[src/rtl/uart_frame_rx_if.sv]
// rtl/uart_frame_rx_if.sv - byte-in / word-out bundle between uart core, frame receiver and board logic
// Ports (signals):
//   read_done   byte-received flag from the uart core (rising edge = new byte)
//   read_data   received byte, stable when read_done rises
//   data        last good word (8*WORD_BYTES bits)
//   data_valid  one-cycle strobe, data just updated
//   frame_err   one-cycle strobe, bad checksum or timeout
//   busy        frame in progress (PAYLOAD or CHECK)
//   sta         state code for a 7-seg digit
// Modports: master = byte source / word consumer side, slave = the frame receiver.
interface uart_frame_rx_if #(
  parameter int WORD_BYTES = 4
) ();
  logic                      read_done;
  logic [7:0]                read_data;
  logic [8*WORD_BYTES-1:0]   data;
  logic                      data_valid;
  logic                      frame_err;
  logic                      busy;
  logic [3:0]                sta;

  modport master (
    output read_done, read_data,
    input  data, data_valid, frame_err, busy, sta
  );

  modport slave (
    input  read_done, read_data,
    output data, data_valid, frame_err, busy, sta
  );
endinterface

[src/rtl/uart_frame_rx.sv]
// rtl/uart_frame_rx.sv - reassembles SYNC/payload/XOR-checksum byte frames into a validated word
// Ports:
//   clk  in  system clock (same domain as the uart core)
//   rst  in  asynchronous active-high reset
//   bus  slave modport of uart_frame_rx_if: read_done/read_data in; data, data_valid,
//        frame_err, busy, sta out
// Frame: SYNC_BYTE, WORD_BYTES payload bytes MSB first, then XOR of the payload bytes.
module uart_frame_rx #(
  parameter int         WORD_BYTES = 4,
  parameter logic [7:0] SYNC_BYTE  = 8'hAA,
  parameter int         TIMEOUT    = 1000000
) (
  input  logic          clk,
  input  logic          rst,
  uart_frame_rx_if.slave bus
);
  localparam int DW = 8 * WORD_BYTES;
  localparam int CW = (WORD_BYTES > 1) ? $clog2(WORD_BYTES) : 1;
  localparam int TW = $clog2(TIMEOUT + 1);

  typedef enum logic [1:0] {
    S_IDLE    = 2'd0,
    S_PAYLOAD = 2'd1,
    S_CHECK   = 2'd2
  } state_t;

  state_t          r_state, w_state_nx;
  logic            r_rd_q;
  logic [CW-1:0]   r_cnt, w_cnt_nx;
  logic [7:0]      r_chk, w_chk_nx;
  logic [DW-1:0]   r_sh, w_sh_nx;
  logic [TW-1:0]   r_timer, w_timer_nx;
  logic [DW-1:0]   r_data, w_data_nx;
  logic            r_data_valid, w_data_valid_nx;
  logic            r_frame_err, w_frame_err_nx;
  logic            r_busy, w_busy_nx;

  logic            w_ev;
  logic            w_expired;
  logic [TW-1:0]   w_timer_inc;

  // One byte per rising edge of read_done, so a held level counts once.
  assign w_ev      = bus.read_done & ~r_rd_q;
  assign w_expired = (r_timer == TW'(TIMEOUT - 1));
  // Saturate rather than wrap; expiry leaves the frame anyway.
  assign w_timer_inc = w_expired ? r_timer : r_timer + TW'(1);

  always_comb begin
    w_state_nx      = r_state;
    w_cnt_nx        = r_cnt;
    w_chk_nx        = r_chk;
    w_sh_nx         = r_sh;
    w_timer_nx      = r_timer;
    w_data_nx       = r_data;
    w_data_valid_nx = 1'b0;
    w_frame_err_nx  = 1'b0;

    case (r_state)
      S_IDLE: begin
        w_timer_nx = '0;
        if (w_ev && (bus.read_data == SYNC_BYTE)) begin
          w_state_nx = S_PAYLOAD;
          w_cnt_nx   = '0;
          w_chk_nx   = 8'h00;
        end
      end

      S_PAYLOAD: begin
        // A byte on the expiry cycle still counts: ev is tested first.
        if (w_ev) begin
          w_sh_nx    = (r_sh << 8) | DW'(bus.read_data);
          w_chk_nx   = r_chk ^ bus.read_data;
          w_cnt_nx   = r_cnt + CW'(1);
          w_timer_nx = '0;
          if (r_cnt == CW'(WORD_BYTES - 1)) begin
            w_state_nx = S_CHECK;
          end
        end else if (w_expired) begin
          w_frame_err_nx = 1'b1;
          w_timer_nx     = '0;
          w_state_nx     = S_IDLE;
        end else begin
          w_timer_nx = w_timer_inc;
        end
      end

      S_CHECK: begin
        if (w_ev) begin
          w_timer_nx = '0;
          w_state_nx = S_IDLE;
          if (bus.read_data == r_chk) begin
            w_data_nx       = r_sh;
            w_data_valid_nx = 1'b1;
          end else begin
            w_frame_err_nx  = 1'b1;
          end
        end else if (w_expired) begin
          w_frame_err_nx = 1'b1;
          w_timer_nx     = '0;
          w_state_nx     = S_IDLE;
        end else begin
          w_timer_nx = w_timer_inc;
        end
      end

      default: begin
        w_state_nx = S_IDLE;
        w_timer_nx = '0;
      end
    endcase

    w_busy_nx = (w_state_nx == S_PAYLOAD) || (w_state_nx == S_CHECK);
  end

  always_ff @(posedge clk or posedge rst) begin
    if (rst) begin
      r_state      <= S_IDLE;
      r_rd_q       <= 1'b0;
      r_cnt        <= '0;
      r_chk        <= 8'h00;
      r_sh         <= '0;
      r_timer      <= '0;
      r_data       <= '0;
      r_data_valid <= 1'b0;
      r_frame_err  <= 1'b0;
      r_busy       <= 1'b0;
    end else begin
      r_state      <= w_state_nx;
      r_rd_q       <= bus.read_done;
      r_cnt        <= w_cnt_nx;
      r_chk        <= w_chk_nx;
      r_sh         <= w_sh_nx;
      r_timer      <= w_timer_nx;
      r_data       <= w_data_nx;
      r_data_valid <= w_data_valid_nx;
      r_frame_err  <= w_frame_err_nx;
      r_busy       <= w_busy_nx;
    end
  end

  assign bus.data       = r_data;
  assign bus.data_valid = r_data_valid;
  assign bus.frame_err  = r_frame_err;
  assign bus.busy       = r_busy;
  assign bus.sta        = {2'b00, r_state};
endmodule

[src/flat_wrapper.sv]
// flat-port wrapper written by rule: the top's interface ports become plain ports
module uart_frame_rx_flat 
#(
  parameter int         WORD_BYTES = 4,
  parameter logic [7:0] SYNC_BYTE  = 8'hAA,
  parameter int         TIMEOUT    = 1000000
)
  (clk, rst, bus_read_done, bus_read_data, bus_data, bus_data_valid, bus_frame_err, bus_busy, bus_sta);
  uart_frame_rx_if #(.WORD_BYTES(WORD_BYTES)) bus_i ();
  input  logic clk;
  input  logic rst;
  input wire logic [$bits(bus_i.read_done)-1:0] bus_read_done;
  input wire logic [$bits(bus_i.read_data)-1:0] bus_read_data;
  output wire logic [$bits(bus_i.data)-1:0] bus_data;
  output wire logic [$bits(bus_i.data_valid)-1:0] bus_data_valid;
  output wire logic [$bits(bus_i.frame_err)-1:0] bus_frame_err;
  output wire logic [$bits(bus_i.busy)-1:0] bus_busy;
  output wire logic [$bits(bus_i.sta)-1:0] bus_sta;
  assign bus_i.read_done = bus_read_done;
  assign bus_i.read_data = bus_read_data;
  assign bus_data = bus_i.data;
  assign bus_data_valid = bus_i.data_valid;
  assign bus_frame_err = bus_i.frame_err;
  assign bus_busy = bus_i.busy;
  assign bus_sta = bus_i.sta;
  uart_frame_rx #(.WORD_BYTES(WORD_BYTES), .SYNC_BYTE(SYNC_BYTE), .TIMEOUT(TIMEOUT)) u_core (.clk(clk), .rst(rst), .bus(bus_i));
endmodule
[config.mk]
export PLATFORM = sky130hd
export DESIGN_NAME = uart_frame_rx_flat
export DESIGN_NICKNAME = d
export VERILOG_FILES = /design/src/rtl/uart_frame_rx_if.sv /design/src/rtl/uart_frame_rx.sv /design/src/flat_wrapper.sv
export SDC_FILE = /design/constraint.sdc
export NUM_CORES = 1
export LEC_CHECK = 0
export CORE_MARGIN = 2
export CORE_UTILIZATION = 45
export DETAILED_ROUTE_END_ITERATION = 8
export PLACE_DENSITY_LB_ADDON = 0.12
export RECOVER_POWER = 50
export SLEW_MARGIN = 0
export SYNTH_ARGS = -nofsm -noshare
export SYNTH_HDL_FRONTEND = slang
export SYNTH_SLANG_ARGS = --single-unit
export TNS_END_PERCENT = 100
[constraint.sdc]
create_clock -name clk -period 3.6 [get_ports clk]
set_clock_uncertainty 0.15 [all_clocks]
set_input_delay 0.36 -clock clk [delete_from_list [all_inputs] [get_ports clk]]
set_output_delay 0.36 -clock clk [all_outputs]
set_load 0.1 [all_outputs]
==> out/metrics.cfg, run 1 <==
[placed_design]
dp.cells = 508
hpwl_um = 5280
dpl_cell_area_um2 = 5060
io_buffers = 47
place_congestion = 0.819
dp_slack_ns = 0.670

[pwr]
comb_power_share_pct = 10.2
power_density_nw_per_um2 = 433
intPower_w = 0.00168
ir_worst_vdd_mv = 0.331
p_clk_share_pct = 36.7
p_sw_w = 0.000617
switching_share_pct = 26.9
leakage_nw = 2.47
seq_power_share_pct = 53.1

[final_layout]
instances_no_fill = 524
n_fill_cell = 861
antenna_cells = 0
finalInstanceArea_um2 = 5300
drive_above_1_share_pct = 23.5
synthToLayoutAreaGrowth_pct = 18.3
final-seq-area_um2 = 2500
multi_input_area_um2 = 1840
num-nets-final = 403

[timing]
fin_setup_tns_ns = 0
fin_crit_sh_pct = 70.4
setup_viol = 0
hold_violations = 0
rsz0062_at_grt = false
layout_min_cycle_time_ns = 2.53
drv_slew = 0
slew_headroom_pct = 33.6
fin_ws_ns = 1.07
worstMarginPinSlew_ns = 0.992
clock.fmax_ghz = 0.395

[yosys]
syn_inst = 334
ys_seq_elements = 100
mappedNetlistArea_um2 = 4480
ys_warn_count = 0
syn_avg_cell_area_um2 = 13.4
synth_cell_types = 41
yosysSeqAreaShare_pct = 55.9

[global_route]
gr-total-overflow = 0
grt_use_total_pct = 15.5
grt_max_degree = 101
grt_antenna_before_repair = 0
grt_pass1_vias = 2631
grt_pass1_wl_um = 13400

[clock_network]
path_clk_slew_ns = 0.10
holdBufCountCts = 0
root_buffer = clkbuf_8
cts.sinks = 100
cts_resized = 0
clock_latency_ns = 0.37
cts_tree = yes
htree_num_levels = 3
cts_buffers = 9
clk_path_buf_depth = 2
post-cts-setup-buffer-count = 0

[routing]
first_iter_violations = 87
wl_per_cell_um = 15.1
drt-pass1-iter-count = 4
via_per_inst = 5.13
drc = 0
postRouteAntennaNets = 0
routed_wl_um = 7910
vias = 2687

[worst_setup_path]
crit_start = bus_read_data[4]
critPathKind = primary input to register
arrival_ns = 2.64
r2r-start = u_core.r_chk[4]$_DFFE_PP0P_
path_max_fanout = 13
crit_required_ns = 3.71
end_kind = register
cp-start-kind = primary input

[floorplan]
core-area_um2 = 9730
dieArea_um2 = 10800
io_pins = 50
die_w_um = 104
fp.dieH_um = 104
row_count = 36
initial_core_util_pct = 46.1

[flow_run]
drv_cap = 0

[worst_hold_path]
hp-class = register to register
min_from = u_core.r_cnt[0]$_DFFE_PP0P_

[outcome]
status = completed

==> Yosys cell counts, drive strengths merged <==
| library cell | count | area, um^2 |
|---|---|---|
| o211ai | 2 | 15.0 |
| nor2 | 24 | 90.1 |
| and2 | 1 | 6.26 |
| mux2i | 1 | 10.0 |
| clkbuf | 1 | 3.75 |
| a211oi | 1 | 7.51 |
| o31ai | 2 | 15.0 |
| and4bb | 2 | 25.0 |
| inv | 6 | 22.5 |
| buf | 12 | 116 |
| nand2b | 3 | 18.8 |
| and3 | 2 | 12.5 |
| nand2 | 12 | 47.6 |
| nand4 | 5 | 31.3 |
| ha | 6 | 75.1 |
| nor4 | 5 | 31.3 |
| xnor2 | 7 | 61.3 |
| a21oi | 4 | 20.0 |
| dfrtp | 100 | 2500 |
| and4 | 5 | 43.8 |
| conb | 1 | 3.75 |
| and4b | 1 | 10.0 |
| nor3 | 1 | 10.0 |
| a21o | 10 | 76.3 |
| o22ai | 1 | 6.26 |
| o21ai | 10 | 50.1 |
| a31oi | 1 | 6.26 |
| xor2 | 21 | 184 |
| nor2b | 3 | 18.8 |
| mux2 | 64 | 830 |
| nor3b | 8 | 60.1 |
| nor4b | 1 | 8.76 |
| nand3 | 9 | 45.0 |
| a41oi | 1 | 8.76 |
| a21boi | 1 | 7.51 |
==> power groups by stage <==
| stage | logic, W | registers (W) | clock network (W) |
|---|---|---|---|
| after global routing | 0.000256 | 0.00123 | 0.000921 |
| after CTS | 0.000241 | 0.00122 | 0.000870 |
| after global placement | 0.000236 | 0.00124 | 0 |
| after floorplan | 0.000145 | 0.00126 | 0 |
| after detailed placement | 0.000239 | 0.00124 | 0 |
| final | 0.000234 | 0.00122 | 0.000842 |
==> cell usage in the layout (no fill, tap or decap), types with 5 or more instances in the layout <==
cell type          n
dfrtp_1          100
clkdlybuf4s50_1   45
mux2_2            35
mux2_4            29
nor2_1            24
xor2_1            21
nand2_1           11
o21ai_0           10
a21o_1             9
nand3_1            9
clkbuf_8           9
nor3b_1            8
xnor2_1            7
ha_1               6
inv_1              5
nor4_1             5
nand4_1            5
==> flip-flops by register name (all words and copies together) (netlist names) <==
signal                 flops
u_core.r_chk               8
u_core.r_rd_q              1
u_core.r_state             2
u_core.bus.frame_err       1
u_core.r_timer            20
u_core.bus.busy            1
u_core.bus.data_valid      1
u_core.r_cnt               2
u_core.r_sh               32
u_core.bus.data           32
==> area by class of cell <==
cell class	instances	area share, %
Sequential cell	100	47.2
Clock buffer	9	2.34
Clock inverter	7	2.24
Inverter	6	0.449
Timing Repair Buffer	53	9.89
Multi-Input combinational cell	216	34.7
Tap cell	133	3.14
==> stage by stage <==
step	power (W)	util (%)	hold WS, ns
2_1_floorplan	0.00140	-	0.241
3_3_place_gp	0.00147	52.0	0.318
3_5_place_dp	0.00148	52.0	0.334
4_1_cts	0.00233	54.5	0.317
5_1_grt	0.00241	54.5	0.367
6_report	0.00230	54.5	0.342
==> metal layers <==
layer  GRT usage (%)  up-vias  routed length [um]  part of all wire [%]
met2            22.3       44                3560                    45
met4            7.05        0                 178                   2.3
li1                -     1281                   -                     -
met5               0        -                   0                     0
met1            22.7     1349                3940                    50
met3            2.89       13                 221                   2.8
==> cell families (layout without fill, tap and decap cells) <==
| logic type | count (synthesis) | count (layout) | share of synthesized area [%] |
|---|---|---|---|
| compound gates | 33 | 33 | 4.75 |
| xor+xnor | 28 | 28 | 5.47 |
| fa+ha+maj | 6 | 6 | 1.68 |
| buf+inv | 19 | 75 | 3.18 |
| flops | 100 | 100 | 55.9 |
| mux | 65 | 65 | 18.7 |
| other cells | 1 | 2 | 0.0837 |
| simple gates | 82 | 82 | 10.2 |
==> worst paths after layout <==
path	to	slack (ns)	cells past startpoint
min reg2reg	u_core.r_cnt[0]$_DFFE_PP0P_	0.34	1
max	u_core.bus.data[2]$_DFFE_PP0P_	1.07	6
min in group asynchronous	u_core.bus.data[30]$_DFFE_PP0P_	0.43	3
min	u_core.r_cnt[0]$_DFFE_PP0P_	0.34	1
max in group asynchronous	u_core.r_timer[11]$_DFF_PP0_	2.42	3
max reg2reg	u_core.bus.data[2]$_DFFE_PP0P_	1.14	5
==> critical path: stages <==
cell and delay (ns):
clkdlybuf4s50_1 0.48, xor2_1 0.18, nor4_1 0.37, and4_2 0.60, buf_4 0.33, mux2_4 0.32
No activity file was read; power rests on OpenSTA's default activity.
==> inputs of run 2 (changes only) <==
==> constraint.sdc (replaced) <==
create_clock -name clk -period 2.56 [get_ports clk]
set_clock_uncertainty 0.15 [all_clocks]
set_input_delay 0.256 -clock clk [delete_from_list [all_inputs] [get_ports clk]]
set_output_delay 0.256 -clock clk [all_outputs]
set_load 0.1 [all_outputs]
==> out/metrics.cfg, run 2 (synthesis gave the netlist of run 1 again) <==
[floorplan]
fp.dieH_um = 104  ; unchanged
row_count = 36  ; unchanged
core-area_um2 = 9730  ; unchanged
die_w_um = 104  ; unchanged
io_pins = 50  ; unchanged
initial_core_util_pct = 46.1  ; unchanged
dieArea_um2 = 10800  ; unchanged

[placed_design]
hpwl_um = 5430  ; was 5280 um
dp.cells = 515  ; was 508
io_buffers = 47  ; unchanged
dpl_cell_area_um2 = 5060  ; unchanged
place_congestion = 0.817  ; was 0.819

[routing]
wl_met2_um = 3500  ; was 3560 um
routed_wl_um = 7900  ; was 7910 um
vias = 2692  ; was 2687
wl_met1_um = 3970  ; was 3940 um
drc = 0  ; unchanged
drt-pass1-iter-count = 4  ; unchanged
first_iter_violations = 123  ; was 87
dr.max_layer_used = met4  ; unchanged
routed-wl-met3_um = 293  ; was 221 um
wl_per_cell_um = 14.9  ; was 15.1 um
postRouteAntennaNets = 0  ; unchanged
via_per_inst = 5.07  ; was 5.13

[pwr]
p_sw_w = 0.000838  ; was 0.000617 W
comb_power_share_pct = 11.0  ; was 10.2%
leakage_nw = 2.48  ; was 2.47 nW
power_density_nw_per_um2 = 580  ; was 433 nW/um^2
intPower_w = 0.00214  ; was 0.00168 W
switching_share_pct = 28.1  ; was 26.9%
ir_worst_vdd_mv = 0.297  ; was 0.331 mV
p_clk_share_pct = 31.8  ; was 36.7%
seq_power_share_pct = 57.2  ; was 53.1%

[final_layout]
drive_above_1_share_pct = 30.4  ; was 23.5%
synthToLayoutAreaGrowth_pct = 14.8  ; was 18.3%
mostFrequentLayoutCells = 99 x dfrtp_1, 35 x mux2_2, 29 x mux2_4, 29 x buf_4, 24 x nor2_1  ; was 100 x dfrtp_1, 45 x clkdlybuf4s50_1, 35 x mux2_2
finalInstanceArea_um2 = 5140  ; was 5300 um^2
layout_commonest_cell = dfrtp_1  ; unchanged
instances_no_fill = 531  ; was 524
final_core_util_pct = 52.9  ; was 54.5%
n_fill_cell = 863  ; was 861
antenna_cells = 0  ; unchanged
multi_input_area_um2 = 1840  ; unchanged
final-seq-area_um2 = 2500  ; about the same
num-nets-final = 410  ; was 403

[clock_network]
path_clk_slew_ns = 0.10  ; about the same
holdBufCountCts = 0  ; unchanged
cts_tree = yes  ; unchanged
root_buffer = clkbuf_8  ; unchanged
cts_buffers = 9  ; unchanged
clock_latency_ns = 0.37  ; about the same
cts_resized = 0  ; unchanged
htree_num_levels = 3  ; unchanged
post-cts-setup-buffer-count = 0  ; unchanged
clk_path_buf_depth = 2  ; unchanged
cts.sinks = 100  ; unchanged

[timing]
setup_viol = 0  ; unchanged
worstMarginPinSlew_ns = 1.24  ; was 0.992 ns
slew_headroom_pct = 17.5  ; was 33.6%
rsz0062_at_grt = false  ; unchanged
drv_slew = 0  ; unchanged
clock.fmax_ghz = 0.466
layout_min_cycle_time_ns = 2.15
fin_crit_sh_pct = 83.9
hold_violations = 0  ; unchanged
fin_setup_tns_ns = 0  ; unchanged

[flow_run]
drv_cap = 0  ; unchanged

[worst_hold_path]
hp-class = primary input to async pin  ; was register to register

[outcome]
status = completed  ; unchanged

[worst_setup_path]
end_kind = register  ; unchanged
critPathKind = register to register  ; was primary input to register
cp_top_family = simple AND/OR/NAND/NOR gates  ; unchanged
critPathBufInv = 1  ; was 2
arrival_ns = 2.26  ; was 2.64 ns
crit_required_ns = 2.67  ; was 3.71 ns
cp-start-kind = register  ; was primary input
crit_chain = xor2_1 -> nor4_1 -> and4_2 -> buf_12 -> mux2_2  ; was clkdlybuf4s50_1 -> xor2_1 -> nor4_1 -> and4_2 -> buf_4 -> mux2_4
slowest_stage = dfrtp_1  ; was and4_2
path_max_fanout = 18  ; was 13
slowest_delay_ns = 0.42  ; was 0.60 ns

[global_route]
gr-total-overflow = 0  ; unchanged
grt_use_total_pct = 15.2  ; was 15.5%
grt_max_degree = 53  ; was 101
grt_antenna_before_repair = 0  ; unchanged
grt_pass1_wl_um = 13200  ; was 13400 um
grt_pass1_vias = 2607  ; was 2631

==> run 2: changes by cell type in the layout (fill, tap and decap cells not counted), sizes merged <==
cell and delta:
buf +26, bufinv -2, clkbuf +18, clkdlybuf4s50 -37
clkinvlp +1, inv +1
==> run 2: worst paths after layout <==
kind	start	endpoint	slack, ns	cells past startpoint
max	u_core.r_chk[0]$_DFFE_PP0P_	u_core.bus.data[28]$_DFFE_PP0P_	0.41	5
max reg2reg	u_core.r_chk[0]$_DFFE_PP0P_	u_core.bus.data[28]$_DFFE_PP0P_	0.41	5
min reg2reg	u_core.r_cnt[0]$_DFFE_PP0P_	u_core.r_cnt[0]$_DFFE_PP0P_	0.34	1
min	rst	u_core.bus.data[30]$_DFFE_PP0P_	0.17	2
min in group clk	u_core.r_cnt[0]$_DFFE_PP0P_	u_core.r_cnt[0]$_DFFE_PP0P_	0.34	1
max in group asynchronous	rst	u_core.r_chk[1]$_DFFE_PP0P_	0.58	3
==> run 2: cell type report <==
type,count,area share [%]
Tap cell,133,3.23
Timing Repair Buffer,60,8.39
Clock buffer,9,2.41
Multi-Input combinational cell,216,35.8
Clock inverter,7,1.07
Inverter,6,0.462
Sequential cell,100,48.7
==> run 2: power groups by stage <==
stage | Combinational, W | Clock [W] | Sequential [W]
after global routing | 0.000357 | 0.00105 | 0.00172
after global placement | 0.000338 | 0 | 0.00174
after CTS | 0.000343 | 0.000984 | 0.00171
final | 0.000327 | 0.000949 | 0.00171
after detailed placement | 0.000341 | 0 | 0.00174
after floorplan | 0.000203 | 0 | 0.00177
==> run 2: stage by stage <==
step,setup WS (ns),hold slack (ns),power [W]
floorplan,0.0597,0.137,0.00197
global placement,0.113,0.317,0.00207
detailed placement,0.0816,0.332,0.00208
CTS,0.415,0.0234,0.00304
global route,0.196,0.213,0.00312
finish,0.412,0.169,0.00298
==> run 2: metal layers <==
metal | vias up | global-route usage (%)
met5 | - | 0
met4 | 0 | 6.18
met3 | 13 | 3.96
met2 | 47 | 22.3
met1 | 1341 | 21.7
li1 | 1291 | -
